### config.mk
export PLATFORM = sky130hd
export DESIGN_NAME = trap_ctrl_flat
export DESIGN_NICKNAME = d
export VERILOG_FILES = /design/src/rtl/trap_ctrl_if.sv /design/src/rtl/trap_ctrl.sv /design/src/flat_wrapper.sv
export SDC_FILE = /design/constraint.sdc
export NUM_CORES = 1
export LEC_CHECK = 0
export BUFFER_PORTS_ARGS = -buffer_cell sky130_fd_sc_hd__buf_2
export CAP_MARGIN = 20
export CORE_AREA = 2 2 133 135
export DETAILED_ROUTE_END_ITERATION = 6
export DIE_AREA = 0 0 135 137
export PLACE_DENSITY = 0.75
export SLEW_MARGIN = 20
export SYNTH_ARGS = -nofsm -noshare
export SYNTH_HDL_FRONTEND = slang
export SYNTH_SLANG_ARGS = --single-unit
### constraint.sdc
create_clock -name clk -period 8.2 [get_ports clk]
set_input_delay 0.41 -clock clk [delete_from_list [all_inputs] [get_ports clk]]
set_output_delay 0.41 -clock clk [all_outputs]
set_load 0.03 [all_outputs]
### src/rtl/trap_ctrl_if.sv
// Fetch redirect handshake between the trap sequencer and fetch.
// The trap sequencer drives the target; fetch acknowledges it.
interface trap_ctrl_if;
    logic        valid;
    logic [31:0] pc;
    logic        ready;

    modport master (
        output valid,
        output pc,
        input  ready
    );

    modport slave (
        input  valid,
        input  pc,
        output ready
    );
endinterface

### src/rtl/trap_ctrl.sv
// Machine-mode trap sequencer: arbitrates exceptions, mret and interrupts,
// writes the csr block and redirects fetch to the trap vector or mepc.
module trap_ctrl #(
    parameter int IRQ_SYNC_STAGES = 2
) (
    input  logic        clk,
    input  logic        rst,
    input  logic        exc_valid,
    input  logic [30:0] exc_code,
    input  logic [31:0] exc_pc,
    input  logic [31:0] exc_tval,
    input  logic        mret_valid,
    input  logic        commit_valid,
    input  logic [31:0] commit_next_pc,
    input  logic        irq_ext_raw,
    input  logic        irq_sw_raw,
    input  logic        irq_timer_raw,
    input  logic        mie_meie,
    input  logic        mie_msie,
    input  logic        mie_mtie,
    input  logic        csr_mstatus_mie,
    input  logic        csr_mstatus_mpie,
    input  logic [29:0] csr_mtvec_base,
    input  logic [1:0]  csr_mtvec_mode,
    input  logic [31:0] csr_mepc,
    output logic        take_trap,
    output logic [31:0] trap_mepc,
    output logic [31:0] trap_mtval,
    output logic        trap_mcause_interrupt,
    output logic [30:0] trap_mcause_code,
    output logic        trap_mstatus_mie,
    output logic        trap_mstatus_mpie,
    output logic [1:0]  trap_mstatus_mpp,
    output logic        mret_wen,
    output logic        stall,
    trap_ctrl_if.master redirect
);

    typedef enum logic [1:0] {
        IDLE,
        TRAP_WR,
        MRET_WR,
        REDIRECT
    } state_t;

    state_t state, state_n;

    logic [IRQ_SYNC_STAGES-1:0] ext_q, sw_q, tmr_q;
    logic        ext_en, sw_en, tmr_en, irq_pend;
    logic [30:0] irq_code;
    logic        go_exc, go_mret, go_irq;

    logic [31:0] cap_mepc, cap_mtval, target;
    logic [30:0] cap_code;
    logic        cap_intr;
    logic [31:0] vec_base, vec_off;

    always_ff @(posedge clk or negedge rst) begin
        if (!rst) begin
            ext_q <= '0;
            sw_q  <= '0;
            tmr_q <= '0;
        end else begin
            ext_q[0] <= irq_ext_raw;
            sw_q[0]  <= irq_sw_raw;
            tmr_q[0] <= irq_timer_raw;
            for (int i = 1; i < IRQ_SYNC_STAGES; i++) begin
                ext_q[i] <= ext_q[i-1];
                sw_q[i]  <= sw_q[i-1];
                tmr_q[i] <= tmr_q[i-1];
            end
        end
    end

    assign ext_en   = ext_q[IRQ_SYNC_STAGES-1] & mie_meie;
    assign sw_en    = sw_q[IRQ_SYNC_STAGES-1] & mie_msie;
    assign tmr_en   = tmr_q[IRQ_SYNC_STAGES-1] & mie_mtie;
    assign irq_pend = csr_mstatus_mie & (ext_en | sw_en | tmr_en);
    assign irq_code = ext_en ? 31'd11 : (sw_en ? 31'd3 : 31'd7);

    // Exception beats mret, mret beats a pending interrupt.
    assign go_exc  = (state == IDLE) & exc_valid;
    assign go_mret = (state == IDLE) & ~exc_valid & mret_valid;
    assign go_irq  = (state == IDLE) & ~exc_valid & ~mret_valid
                   & irq_pend & commit_valid;

    assign vec_base = {csr_mtvec_base, 2'b00};
    assign vec_off  = (csr_mtvec_mode == 2'd1 && cap_intr)
                    ? {cap_code[29:0], 2'b00} : 32'd0;

    always_ff @(posedge clk or negedge rst) begin
        if (!rst) begin
            state     <= IDLE;
            cap_mepc  <= '0;
            cap_mtval <= '0;
            cap_code  <= '0;
            cap_intr  <= 1'b0;
            target    <= '0;
        end else begin
            state <= state_n;
            if (go_exc) begin
                cap_mepc  <= exc_pc;
                cap_mtval <= exc_tval;
                cap_code  <= exc_code;
                cap_intr  <= 1'b0;
            end else if (go_irq) begin
                cap_mepc  <= commit_next_pc;
                cap_mtval <= '0;
                cap_code  <= irq_code;
                cap_intr  <= 1'b1;
            end
            if (state == TRAP_WR) target <= vec_base + vec_off;
            if (state == MRET_WR) target <= {csr_mepc[31:2], 2'b00};
        end
    end

    always_comb begin
        state_n           = state;
        take_trap         = 1'b0;
        mret_wen          = 1'b0;
        trap_mstatus_mie  = 1'b0;
        trap_mstatus_mpie = 1'b0;
        redirect.valid    = 1'b0;
        stall             = 1'b1;
        unique case (state)
            IDLE: begin
                stall = go_exc | go_mret | go_irq;
                if (go_exc | go_irq) state_n = TRAP_WR;
                else if (go_mret)    state_n = MRET_WR;
            end
            TRAP_WR: begin
                take_trap         = 1'b1;
                trap_mstatus_mpie = csr_mstatus_mie;
                state_n           = REDIRECT;
            end
            MRET_WR: begin
                mret_wen          = 1'b1;
                trap_mstatus_mie  = csr_mstatus_mpie;
                trap_mstatus_mpie = 1'b1;
                state_n           = REDIRECT;
            end
            REDIRECT: begin
                redirect.valid = 1'b1;
                if (redirect.ready) state_n = IDLE;
            end
            default: state_n = IDLE;
        endcase
    end

    assign redirect.pc           = target;
    assign trap_mepc             = cap_mepc;
    assign trap_mtval            = cap_mtval;
    assign trap_mcause_code      = cap_code;
    assign trap_mcause_interrupt = cap_intr;
    assign trap_mstatus_mpp      = 2'b11;

endmodule

### src/flat_wrapper.sv
// flat-port wrapper written by rule: the top's interface ports become plain ports
module trap_ctrl_flat 
#(
    parameter int IRQ_SYNC_STAGES = 2
)
  (clk, rst, exc_valid, exc_code, exc_pc, exc_tval, mret_valid, commit_valid, commit_next_pc, irq_ext_raw, irq_sw_raw, irq_timer_raw, mie_meie, mie_msie, mie_mtie, csr_mstatus_mie, csr_mstatus_mpie, csr_mtvec_base, csr_mtvec_mode, csr_mepc, take_trap, trap_mepc, trap_mtval, trap_mcause_interrupt, trap_mcause_code, trap_mstatus_mie, trap_mstatus_mpie, trap_mstatus_mpp, mret_wen, stall, redirect_valid, redirect_pc, redirect_ready);
  trap_ctrl_if redirect_i ();
  input  logic clk;
  input  logic rst;
  input  logic exc_valid;
  input  logic [30:0] exc_code;
  input  logic [31:0] exc_pc;
  input  logic [31:0] exc_tval;
  input  logic mret_valid;
  input  logic commit_valid;
  input  logic [31:0] commit_next_pc;
  input  logic irq_ext_raw;
  input  logic irq_sw_raw;
  input  logic irq_timer_raw;
  input  logic mie_meie;
  input  logic mie_msie;
  input  logic mie_mtie;
  input  logic csr_mstatus_mie;
  input  logic csr_mstatus_mpie;
  input  logic [29:0] csr_mtvec_base;
  input  logic [1:0] csr_mtvec_mode;
  input  logic [31:0] csr_mepc;
  output logic take_trap;
  output logic [31:0] trap_mepc;
  output logic [31:0] trap_mtval;
  output logic trap_mcause_interrupt;
  output logic [30:0] trap_mcause_code;
  output logic trap_mstatus_mie;
  output logic trap_mstatus_mpie;
  output logic [1:0] trap_mstatus_mpp;
  output logic mret_wen;
  output logic stall;
  output wire logic [$bits(redirect_i.valid)-1:0] redirect_valid;
  output wire logic [$bits(redirect_i.pc)-1:0] redirect_pc;
  input wire logic [$bits(redirect_i.ready)-1:0] redirect_ready;
  assign redirect_valid = redirect_i.valid;
  assign redirect_pc = redirect_i.pc;
  assign redirect_i.ready = redirect_ready;
  trap_ctrl #(.IRQ_SYNC_STAGES(IRQ_SYNC_STAGES)) u_core (.clk(clk), .rst(rst), .exc_valid(exc_valid), .exc_code(exc_code), .exc_pc(exc_pc), .exc_tval(exc_tval), .mret_valid(mret_valid), .commit_valid(commit_valid), .commit_next_pc(commit_next_pc), .irq_ext_raw(irq_ext_raw), .irq_sw_raw(irq_sw_raw), .irq_timer_raw(irq_timer_raw), .mie_meie(mie_meie), .mie_msie(mie_msie), .mie_mtie(mie_mtie), .csr_mstatus_mie(csr_mstatus_mie), .csr_mstatus_mpie(csr_mstatus_mpie), .csr_mtvec_base(csr_mtvec_base), .csr_mtvec_mode(csr_mtvec_mode), .csr_mepc(csr_mepc), .take_trap(take_trap), .trap_mepc(trap_mepc), .trap_mtval(trap_mtval), .trap_mcause_interrupt(trap_mcause_interrupt), .trap_mcause_code(trap_mcause_code), .trap_mstatus_mie(trap_mstatus_mie), .trap_mstatus_mpie(trap_mstatus_mpie), .trap_mstatus_mpp(trap_mstatus_mpp), .mret_wen(mret_wen), .stall(stall), .redirect(redirect_i));
endmodule
# After elaboration in Yosys (flattened, before gate mapping)

Cells that the tools add are included.

Register bits: 136
Input bits: 205
Output and inout port bits: 136

$add $sub $neg: 1
Eq/ne operators: 6
Mux-type cells: 23
Bitwise operators: 17
Reduce and logical (&&, ||, !) cells: 6

Operators with widths:

| cell                                                  | number |
|---|---|
| two-way mux 32 bit                                    | 7 |
| two-way mux 31 bit                                    | 3 |
| adder 32 bit                                          | 1 |
| AND 1 bit                                             | 10 |
| two-way mux 1 bit                                     | 7 |
| two-way mux 2 bit                                     | 3 |
| case mux 2 bit (3 select lines)                       | 1 |
| bitwise OR 1 bit                                      | 5 |
| equality test 2 x 1 -> 1 bit, second input constant   | 2 |
| equality test 2 bit, second input constant            | 2 |
| nonzero test 2 bit                                    | 2 |
| two-way mux 3 bit                                     | 1 |
| inequality test 3 x 2 -> 1 bit, second input constant | 1 |
| logical NOT 2 bit                                     | 1 |
| inequality test 2 bit, second input constant          | 1 |
| inverter 1 bit                                        | 2 |
| case mux 1 bit (2 select lines)                       | 1 |
| AND reduction 2 bit                                   | 1 |
| OR reduction 2 bit                                    | 1 |
| logical AND 1 bit                                     | 1 |

# Logic depth before layout (Yosys ltp)

Gate-level depths: netlist of the first run.

Depth in word-level cells: 9
Gate-level depth with buffers: 14

# Worst setup path before layout of the first run

Ideal clock, no wire load.

Kind: reg-to-reg
Start point: reg u_core.cap_intr (netlist: u_core.trap_mcause_interrupt)
End point: reg u_core.target[26] (netlist: u_core.redirect.pc[26])
Data arrival time: 2.714 ns
Required time: 8.065 ns
Path slack: 5.351 ns
Cell stages (with the launch flop): 14
Path buffers: 1
Period minus slack after synthesis: 2.849 ns
Cells stage by stage: dfrtp_1 nand2_1 nor2_1 clkbuf_1 and2_1 ha_1 fa_1 a211oi_1 o211ai_1 a21oi_1 o21ai_1 o22ai_1 xor2_1 o21ai_0

Longest elaborated chain between the ends: 5

Ends and longest elaborated chain:

| item                   | line             | source |
|---|---|---|
| from (decl)            | trap_ctrl.sv:55  | `logic cap_intr;` |
| from (signal assigned) | trap_ctrl.sv:97  | `cap_intr <= 1'b0;` |
| from (signal assigned) | trap_ctrl.sv:105 | `cap_intr <= 1'b0;` |
| from (signal assigned) | trap_ctrl.sv:110 | `cap_intr <= 1'b1;` |
| logical AND 1 bit      | trap_ctrl.sv:88  | `assign vec_off = (csr_mtvec_mode == 2'd1 && cap_intr)` |
| two-way mux 32 bit     | trap_ctrl.sv:89  | `? {cap_code[29:0], 2'b00} : 32'd0;` |
| adder 32 bit           | trap_ctrl.sv:112 | `if (state == TRAP_WR) target <= vec_base + vec_off;` |
| two-way mux 32 bit     | trap_ctrl.sv:112 |  |
| two-way mux 32 bit     | trap_ctrl.sv:113 | `if (state == MRET_WR) target <= {csr_mepc[31:2], 2'b00};` |
| to (signal assigned)   | trap_ctrl.sv:112 |  |
| to (signal assigned)   | trap_ctrl.sv:113 |  |
| to (decl)              | trap_ctrl.sv:53  | `logic [31:0] cap_mepc, cap_mtval, target;` |

No other way between the ends. The select of a mux whose other input is x is not followed.
A chain may end at the register's enable or synchronous reset.

# Final worst setup path of the first run

Start point: reg u_core.cap_intr (netlist: u_core.trap_mcause_interrupt)
End point: reg u_core.target[22] (netlist: u_core.redirect.pc[22])

Same word-level chain as after synthesis.

==> results of run 1 <==
[logic make-up after synthesis]
kind of cell               after synthesis  synth area share (%)
and+or+nand+nor                        375                  22.2
AOI/OAI and AO/OA                      176                  14.2
DFF                                    134                  45.0
buffers and inverters                   74                  4.05
muxes                                   41                  5.52
adders and majority gates               34                  5.81
xor gates and xnor gates                27                  3.17
other                                    2                 0.101
[cells in the mapped netlist (3+ instances only)]
master and count:
nand3_1 70, buf_4 4, a31oi_1 12, clkbuf_1 45, a211oi_1 4, buf_2 7
nor2_1 44, nand4_1 7, nor2b_1 6, a21boi_0 4, a311oi_1 3, xnor2_1 11
o21ai_0 63, nand2_1 200, a21oi_1 53, inv_1 17, mux2i_1 40, o22ai_1 3
ha_1 33, o221ai_1 5, and2_1 33, o21ai_1 3, nand2b_1 4, dfrtp_1 134
xor2_1 16, a21o_1 11
[power by group]
group	leakage, nW	total [mW]	switching (mW)	internal [mW]
logic	3.50	1.85	1.30	0.553
registers	1.64	1.15	0.180	0.970
clock network	0.304	0.822	0.312	0.510
[per-stage QoR]
| stage | area [sq um] | hold slack, ns | util (%) | worst slack [ns] |
|---|---|---|---|---|
| after floorplan | 7460 | 0.114 | - | 5.35 |
| after global placement | 9250 | 0.334 | 54.2 | 4.94 |
| after detailed placement | 9250 | 0.337 | 54.2 | 4.91 |
| after CTS | 9880 | 0.0759 | 57.9 | 4.99 |
| after global routing | 9890 | 0.0740 | 58.0 | 4.79 |
| final | 9890 | 0.0808 | 58.0 | 4.94 |
[cells in the final DEF (no fill, tap or decap), types with 4 or more instances in the layout]
cell       netlist  final
diode_2          0      4
buf_4            4      8
and2_1          33     32
nor2b_1          6      6
a21boi_0         4      4
nand4_1          7      7
bufinv_16        0      4
xor2_1          16     16
o21ai_0         63     63
nand2b_1         4      4
o221ai_1         5      5
ha_1            33     32
a211oi_1         4      4
mux2i_1         40     40
xnor2_1         11     11
a21o_1          11     11
nand2_1        200    199
a31oi_1         12     12
clkbuf_16        0     17
nand3_1         70     70
conb_1           2      4
clkinv_4         0      4
inv_1           17     17
nor2_1          44     44
a21oi_1         53     53
buf_2            7    333
dfrtp_1        134    134
[flip-flops by register name, indices dropped and copies added, names as in the netlist]
register                      cells
u_core.ext_q                      2
u_core.redirect.pc               30
u_core.state                      2
u_core.sw_q                       2
u_core.tmr_q                      2
u_core.trap_mcause_code          31
u_core.trap_mcause_interrupt      1
u_core.trap_mepc                 32
u_core.trap_mtval                32
[layout make-up]
class                   instances  area [sq um]
fillers                      1578          7160
multi-input cells             657          3810
flip-flops and latches        134          3350
repair buffers                343          1750
clock buffers                  17           425
well taps                     225           282
clock inverters                14           199
inverters                      17          63.8
diodes                          4          10.0
[how the worst max path moves through the flow]
stage	start	end	cells past startpoint
5_1_grt	u_core.trap_mcause_interrupt$_DFFE_PN0N_	u_core.redirect.pc[22]$_DFFE_PN0P_	13
3_3_place_gp	csr_mtvec_mode[0]	u_core.redirect.pc[26]$_DFFE_PN0P_	14
3_5_place_dp	csr_mtvec_mode[0]	u_core.redirect.pc[22]$_DFFE_PN0P_	14
2_1_floorplan	u_core.trap_mcause_interrupt$_DFFE_PN0N_	u_core.redirect.pc[26]$_DFFE_PN0P_	13
6_report	u_core.trap_mcause_interrupt$_DFFE_PN0N_	u_core.redirect.pc[22]$_DFFE_PN0P_	13
4_1_cts	u_core.trap_mcause_interrupt$_DFFE_PN0N_	u_core.redirect.pc[22]$_DFFE_PN0P_	13
[metal layers]
metal  vias up  global-route usage (%)  share of wire (%)
met3        43                    6.22                6.6
met5         -                       0                  0
met4         0                    10.8                2.7
met1      3388                    32.9                 44
li1       3554                       -                  -
met2       266                    38.8                 47
[what timing repair did]
action | CTS | global route
setup buffers | 0 | 0
endpoints found under the hold margin | 57 | 0
hold buffers | 1 | 0
==> results by group, run 1 <==
Run status
  – Status: completed

Synth
  – Number of enable flip-flop cells after synthesis: 0
  – Post-Syn Instances: 863
  – FF+latch count, synth: 134
  – Ys flop type: dfrtp_1
  – Syn. warnings: 0
  – Post-synthesis async set-or-reset flop share: 100%
  – Register area share after synthesis: 45.0%
  – Netlist cell types: 51
  – Synth top area cells: dfrtp_1 (45%), nand2_1 (10%), ha_1 (5.5%), mux2i_1 (5.4%), nand3_1 (4.7%)
  – Synth area leader: dfrtp_1
  – Synthesized area: 0.00745 sq mm
  – Mapped Avg Cell Area: 8.64 sq um
  – Area share of the leading cell type in the synthesized netlist: 45.0%

Global route
  – Initial antenna violation count: 4
  – Vias in the first global route: 7,096
  – Total grt overflow: 0
  – First-pass GRT wire length: 36,000 microns
  – GRT Total Usage: 24.8%
  – Largest net degree at the start of global routing: 106

Power and ir drop
  – Pwr per Cell Area: 386 mW/mm^2
  – Total chip power: 3.82 mW
  – P_leak: 5.45 nW
  – Peak VDD IR: 0.217 mV

Layout
  – Layout cells sized above 1: 32.7%
  – Non-filler cells, final: 1,411
  – Area growth syn-to-layout: 32.8%
  – Fin nets: 1,409

Setup path
  – R2R Path Start: u_core.trap_mcause_interrupt$_DFFE_PN0N_
  – Worst path bufs/invs: 1
  – R2R depth: 13
  – Critical path capture point type: flip-flop
  – Reg2reg setup slack: 4.94 ns
  – CP top delay family: compound AO/OA/AOI/OAI gates
  – Critical path's slowest cell: fa_1
  – Critical Path RT: 8.48 ns
  – Most used cell, CP: a21oi_1
  – Crit Path Category: reg -> reg
  – Startpoint class of the critical path: flip-flop
  – CP arrival: 3.53 ns
  – Crit path largest cell delay: 0.43 ns
  – CP Cell Sequence: nand2_1, nor2_1, buf_4, and2_1, ha_1, fa_1, a211oi_1, o211ai_1, a21oi_1, o21ai_1, a21oi_1, xor2_1, o21ai_0
  – Worst r2r dst: u_core.redirect.pc[22]$_DFFE_PN0P_
  – CP max FO: 30

CTS
  – H-tree depth: 4
  – Sink Count: 134
  – Root Buffer: clkbuf_16
  – Post-CTS Resized: 0
  – CTS tree: built
  – Num CTS Buffers: 17
  – Clock tree buffer depth: 2
  – Reg clk slew, reported paths: 0.06 ns
  – Worst-Skew Late Latency: 0.44 ns

Die
  – Core area: 0.0171 sq mm
  – Starting density of the core: 43.7%
  – I/O Pins: 341
  – FP Rows: 48
  – Die X: 135 microns
  – Die Ht: 137 microns
  – DIE AREA: 0.0185 sq mm

Placement
  – Dpl cells: 1,375
  – Port bufs: 334
  – Gpl congestion: 0.933
  – DP HPWL: 16,900 microns

Route
  – Post-DR vias/cell: 5.14
  – Wire length per cell: 16.2 microns
  – Drt total wl: 22,800 microns
  – Remaining antenna violation count: 0
  – DR DRC count: 0
  – Pre-antenna DRT Iters: 5
  – Via count: 7,251
  – DR iter-0 viols: 437

STA
  – Hold Vio Cnt, Final: 0
  – Final setup fails: 0
  – Fmax: 0.307 GHz
  – Fin. max-slew vios: 0
  – Slew headroom: 35.1%
  – RSZ-0062 raised after global routing: false
  – Tmin final: 3.26 ns
  – Tcrit/Tclk final: 39.7%
  – TNS Setup: 0 ns
  – Max Clock Skew: 0.0266 ns
  – Least-Margin Pin Slew: 0.973 ns

Hold path
  – Hold crit path type: in -> reg
  – Hold EP: u_core.sw_q[0]$_DFF_PN0_
  – Worst Hold Depth: 1
  – Hold Startpoint: irq_sw_raw

Job
  – Max cap viols: 0
No activity file was read; power rests on OpenSTA's default activity.
==> inputs of run 2 (changes only) <==
--- a/config.mk
+++ b/config.mk
@@ -7,10 +7,10 @@
 export LEC_CHECK = 0
 export BUFFER_PORTS_ARGS = -buffer_cell sky130_fd_sc_hd__buf_2
 export CAP_MARGIN = 20
-export CORE_AREA = 2 2 133 135
+export CORE_AREA = 2 2 132 134
 export DETAILED_ROUTE_END_ITERATION = 6
-export DIE_AREA = 0 0 135 137
-export PLACE_DENSITY = 0.75
+export DIE_AREA = 0 0 134 136
+export PLACE_DENSITY = 0.76
 export SLEW_MARGIN = 20
 export SYNTH_ARGS = -nofsm -noshare
 export SYNTH_HDL_FRONTEND = slang
==> constraint.sdc (replaced) <==
create_clock -name clk -period 3.4 [get_ports clk]
set_input_delay 0.17 -clock clk [delete_from_list [all_inputs] [get_ports clk]]
set_output_delay 0.17 -clock clk [all_outputs]
set_load 0.03 [all_outputs]
==> results by group, run 2 (synthesized netlist as in run 1, its figures left out) <==
Die
  – FP Rows: 48
  – I/O Pins: 341
  – Starting density of the core: 44.2%
  – Die Ht: 136 microns
  – Core area: 0.0169 sq mm
  – Die X: 134 microns
  – DIE AREA: 0.0182 sq mm

CTS
  – Number of post-CTS setup repair buffers: 0
  – Root Buffer: clkbuf_16
  – Reg clk slew, reported paths: 0.06 ns
  – Worst-Skew Late Latency: 0.43 ns
  – Sink Count: 134
  – Num CTS Buffers: 17
  – CTS tree: built
  – H-tree depth: 4
  – Clock tree buffer depth: 2

Layout
  – Layout cells sized above 1: 30.0%
  – FILL cells: 1,380
  – Commonest non-fill, non-tap cell in the layout: buf_2
  – Commonest non-fill, non-tap cells in the layout: buf_2 (333), nand2_1 (199), dfrtp_1 (134), dlygate4sd3_1 (103), nand3_1 (70)
  – Register area: 0.00335 sq mm
  – Multi-input logic area: 0.00381 sq mm
  – Finished Cell Area: 0.0109 sq mm
  – Area growth syn-to-layout: 46.4%
  – Fin nets: 1,512

Route
  – Drt total wl: 25,800 microns
  – Remaining antenna violation count: 0
  – DR DRC count: 0
  – Via count: 7,831
  – Wire length per cell: 17.1 microns
  – Post-DR vias/cell: 5.18
  – Pre-antenna DRT Iters: 5
  – DR iter-0 viols: 503

Power and ir drop
  – Psw: 4.43 mW
  – Comb power frac: 49.8%
  – Switching share of power: 47.4%
  – Internal: 4.92 mW
  – Pwr per Cell Area: 857 mW/mm^2
  – Flop pwr share: 30.0%
  – P_leak: 5.87 nW
  – Peak VDD IR: 0.555 mV
  – Clk pwr share: 20.2%

Setup path
  – Crit path largest cell delay: 0.43 ns
  – CP top delay family: compound AO/OA/AOI/OAI gates
  – Worst path bufs/invs: 1
  – Crit Path Category: reg -> reg
  – CP arrival: 3.39 ns
  – Critical path's slowest cell: fa_1
  – Startpoint class of the critical path: flip-flop
  – Critical path capture point type: flip-flop
  – CP Cell Sequence: nand2_1, nor2_1, buf_4, and2_1, ha_1, fa_1, a211oi_1, o211ai_1, a21oi_1, o21ai_1, a2bb2oi_1, xnor2_1, o221ai_1
  – Critical Path RT: 3.68 ns
  – CP max FO: 30

STA
  – Max Clock Skew: 0.00995 ns
  – Fmax: 0.322 GHz
  – Final setup fails: 0
  – Hold Vio Cnt, Final: 0
  – RSZ-0062 raised after global routing: false
  – Least-Margin Pin Slew: 0.955 ns
  – Slew headroom: 36.3%
  – Tmin final: 3.11 ns
  – Fin. max-slew vios: 0
  – Tcrit/Tclk final: 91.4%
  – TNS Setup: 0 ns

Run status
  – Status: completed

Global route
  – Vias in the first global route: 7,788
  – First-pass GRT wire length: 40,200 microns
  – Largest net degree at the start of global routing: 74
  – Total grt overflow: 0
  – Initial antenna violation count: 2
  – GRT Total Usage: 28.3%

Placement
  – Port bufs: 334
  – DP HPWL: 17,200 microns
  – Post-placement cell area: 0.00928 sq mm
  – Gpl congestion: 0.895

Hold path
  – Hold crit path type: in -> reg

Job
  – Max cap viols: 0
## run 2: changes by cell type in the layout (fill, tap and decap cells not counted), sizes merged
cell	previous run	this run
inv	20	19
clkinv	6	4
clkbuf	17	22
bufinv	4	2
dlygate4sd3	1	103
diode	4	2
buf	342	343
clkinvlp	1	2
## run 2: final timing paths
kind,start,end,slack [ns],depth (start not counted)
hold / removal,csr_mepc[15],u_core.redirect.pc[15]$_DFFE_PN0P_,0.02,3
min in group asynchronous,rst,u_core.trap_mepc[5]$_DFFE_PN0N_,0.30,2
hold reg to reg,u_core.sw_q[0]$_DFF_PN0_,u_core.sw_q[1]$_DFF_PN0_,0.35,0
setup / recovery,u_core.trap_mcause_interrupt$_DFFE_PN0N_,u_core.redirect.pc[30]$_DFFE_PN0P_,0.29,13
setup reg to reg,u_core.trap_mcause_interrupt$_DFFE_PN0N_,u_core.redirect.pc[30]$_DFFE_PN0P_,0.29,13
max in group asynchronous,rst,u_core.trap_mcause_code[16]$_DFFE_PN0N_,2.23,3
## run 2: power by group through the flow
stage                     clock (mW)  combinational (mW)  sequential (mW)
final                           1.89                4.66             2.80
after global routing            1.99                5.05             2.90
after CTS                       1.91                4.62             2.78
after detailed placement           0                4.52             2.79
after global placement             0                4.42             2.77
after floorplan                    0                1.74             4.12
## run 2: final cells by class
cell class                 instances  share of cell area [%]
multi-input combinational        657                    34.9
inverter                          17                   0.585
sequential                       134                    30.7
timing repair buffer             446                    25.7
clock inverter                    10                    1.10
antenna                            2                  0.0459
tap                              225                    2.58
clock buffer                      22                    4.35
## run 2: stage by stage
step	hold slack, ns	setup slack (ns)	cells	power [mW]	util, %
2_1_floorplan	-0.126	0.551	865	5.86	-
3_3_place_gp	0.189	0.401	1376	7.20	55.0
3_5_place_dp	0.200	0.356	1376	7.31	55.0
4_1_cts	0.00220	0.323	1511	9.31	64.6
5_1_grt	0.00740	0.0740	1512	9.94	64.6
6_report	0.0169	0.291	1513	9.35	64.7
## run 2: timing repair
| action | 4_1_cts | 5_1_grt |
|---|---|---|
| gates resized for setup | 0 | 0 |
| hold endpoints to repair | 163 | 0 |
| hold buffers | 103 | 0 |
| setup endpoints to repair | 0 | 0 |
## run 2: worst register-to-register path: cells and delay by family (launching register included)
kind / cells / cell delay (ns)
fa+ha+maj: 2 / 0.63
compound gates: 6 / 1.27
simple gates: 3 / 0.31
flops: 1 / 0.39
buf+inv: 1 / 0.20
xor+xnor: 1 / 0.16
## run 2: routing by layer
metal / global-route usage [%] / up-vias / part of all wire (%)
li1: - / 3768 / -
met1: 36.1 / 3640 / 41
met2: 45.8 / 348 / 48
met3: 7.35 / 75 / 7.2
met4: 11.5 / 0 / 3.4
met5: 0 / - / 0
==> inputs of run 3 (changes only) <==
--- a/config.mk
+++ b/config.mk
@@ -10,7 +10,8 @@
 export CORE_AREA = 2 2 132 134
 export DETAILED_ROUTE_END_ITERATION = 6
 export DIE_AREA = 0 0 134 136
-export PLACE_DENSITY = 0.76
+export PLACE_DENSITY = 0.84
+export REMOVE_ABC_BUFFERS = 1
 export SLEW_MARGIN = 20
 export SYNTH_ARGS = -nofsm -noshare
 export SYNTH_HDL_FRONTEND = slang
==> results by group, run 3 (synthesized netlist as in run 1, its figures left out) <==
Run status
  – Status: completed

Die
  – Core area: 0.0169 sq mm
  – Die X: 134 microns
  – DIE AREA: 0.0182 sq mm
  – Starting density of the core: 44.2%
  – FP Rows: 48
  – Die Ht: 136 microns
  – I/O Pins: 341

Power and ir drop
  – Peak VDD IR: 0.450 mV
  – P_leak: 5.89 nW
  – Psw: 4.50 mW
  – Comb power frac: 50.0%
  – Flop pwr share: 30.0%
  – Switching share of power: 47.9%
  – Internal: 4.90 mW
  – Clk pwr share: 20.1%
  – Pwr per Cell Area: 859 mW/mm^2

Route
  – Pre-antenna DRT Iters: 5
  – Wire length per cell: 17.0 microns
  – Post-DR vias/cell: 5.34
  – Via count: 8,088
  – Drt total wl: 25,700 microns
  – DR DRC count: 0
  – Remaining antenna violation count: 0
  – DR iter-0 viols: 650

Placement
  – DP HPWL: 16,500 microns
  – Port bufs: 334
  – Post-placement cell area: 0.00929 sq mm
  – Gpl congestion: 0.916

CTS
  – Num CTS Buffers: 17
  – Post-CTS Resized: 0
  – Worst-Skew Late Latency: 0.42 ns
  – Reg clk slew, reported paths: 0.07 ns
  – Clock tree buffer depth: 2
  – Number of post-CTS setup repair buffers: 0
  – Root Buffer: clkbuf_16
  – CTS tree: built
  – Sink Count: 134
  – H-tree depth: 4

Layout
  – Commonest non-fill, non-tap cells in the layout: buf_2 (333), nand2_1 (199), dfrtp_1 (134), dlygate4sd3_1 (104), nand3_1 (70)
  – Commonest non-fill, non-tap cell in the layout: buf_2
  – Area growth syn-to-layout: 46.8%
  – Finished Cell Area: 0.0109 sq mm
  – Layout cells sized above 1: 30.1%
  – Fin nets: 1,511

STA
  – Fmax: 0.326 GHz
  – Final setup fails: 0
  – Fin. max-slew vios: 0
  – Slew headroom: 40.6%
  – Least-Margin Pin Slew: 0.891 ns
  – Hold Vio Cnt, Final: 0
  – Tmin final: 3.07 ns
  – Tcrit/Tclk final: 90.2%
  – TNS Setup: 0 ns
  – Max Clock Skew: 0.0111 ns
  – RSZ-0062 raised after global routing: false

Setup path
  – CP arrival: 3.37 ns
  – Startpoint class of the critical path: flip-flop
  – Critical path capture point type: flip-flop
  – CP max FO: 28
  – Critical Path RT: 3.70 ns
  – Crit Path Category: reg -> reg

Global route
  – Largest net degree at the start of global routing: 105
  – Total grt overflow: 0
  – First-pass GRT wire length: 40,100 microns
  – Vias in the first global route: 8,268
  – GRT Total Usage: 27.7%
  – Initial antenna violation count: 2

Hold path
  – Hold crit path type: in -> reg

Job
  – Max cap viols: 0
run 3: cell types whose count changed in the layout (fill, tap and decap cells not counted), sizes merged:
cell and change:
diode +2, buf -2, dlygate4sd3 +1, inv +6, clkbuf -4, clkinvlp -2
run 3: through the flow:
stage	hold slack [ns]	utilization, %	power, mW	setup WS, ns	std cells
2_1_floorplan	-0.126	-	5.81	-1.99	808
3_3_place_gp	0.279	55.0	7.19	0.538	1374
3_5_place_dp	0.280	55.0	7.33	0.488	1374
4_1_cts	0.00118	64.7	9.34	0.449	1510
6_report	0.0138	64.8	9.40	0.334	1514
5_1_grt	0.0189	64.8	9.95	0.201	1512
run 3: worst max-delay path: stages (launching register included):
cell	delay (ns)
dfrtp_1	0.40
nand2_1	0.09
nor2_2	0.05
buf_4	0.20
and2_1	0.19
ha_1	0.37
and2_1	0.17
nand3_1	0.08
a211o_1	0.34
o211a_4	0.31
a2111oi_4	0.37
mux2i_1	0.30
nand2_1	0.09
run 3: worst paths after layout:
| kind | slack, ns | endpoint | from | depth (start not counted) |
|---|---|---|---|---|
| hold reg to reg | 0.35 | u_core.sw_q[1]$_DFF_PN0_ | u_core.sw_q[0]$_DFF_PN0_ | 0 |
| hold / removal | 0.01 | u_core.redirect.pc[23]$_DFFE_PN0P_ | csr_mepc[23] | 3 |
| setup reg to reg | 0.33 | u_core.redirect.pc[27]$_DFFE_PN0P_ | u_core.trap_mcause_interrupt$_DFFE_PN0N_ | 12 |
| max in group asynchronous | 2.28 | u_core.trap_mcause_code[23]$_DFFE_PN0N_ | rst | 3 |
| min in group asynchronous | 0.40 | u_core.redirect.pc[8]$_DFFE_PN0P_ | rst | 2 |
| setup / recovery | 0.33 | u_core.redirect.pc[27]$_DFFE_PN0P_ | u_core.trap_mcause_interrupt$_DFFE_PN0N_ | 12 |
run 3: final cells by class:
class                      count  area, sq um
fill                        1281         5940
multi-input combinational    657         3820
sequential                   134         3350
timing repair buffer         445         2810
clock buffer                  18          439
tap                          225          282
clock inverter                14          160
inverter                      17         63.8
antenna                        4         10.0
run 3: power by group through the flow:
stage | logic, mW | registers, mW | clock network (mW)
floorplan | 1.68 | 4.12 | 0
global placement | 4.41 | 2.78 | 0
detailed placement | 4.54 | 2.79 | 0
CTS | 4.62 | 2.79 | 1.92
global route | 5.06 | 2.89 | 2.00
finish | 4.70 | 2.82 | 1.89
run 3: metal layers:
metal,track usage (%),share of wire (%),vias to the layer above
met2,47.3,49,421
met3,6.26,6.1,113
met1,31.7,39,3791
met5,0,0,-
met4,17.0,5.2,0
li1,-,-,3763
run 3: what timing repair did:
action | CTS | global route
hold endpoints to repair | 195 | 0
hold buffers | 104 | 0
endpoints found under the setup margin | 0 | 0
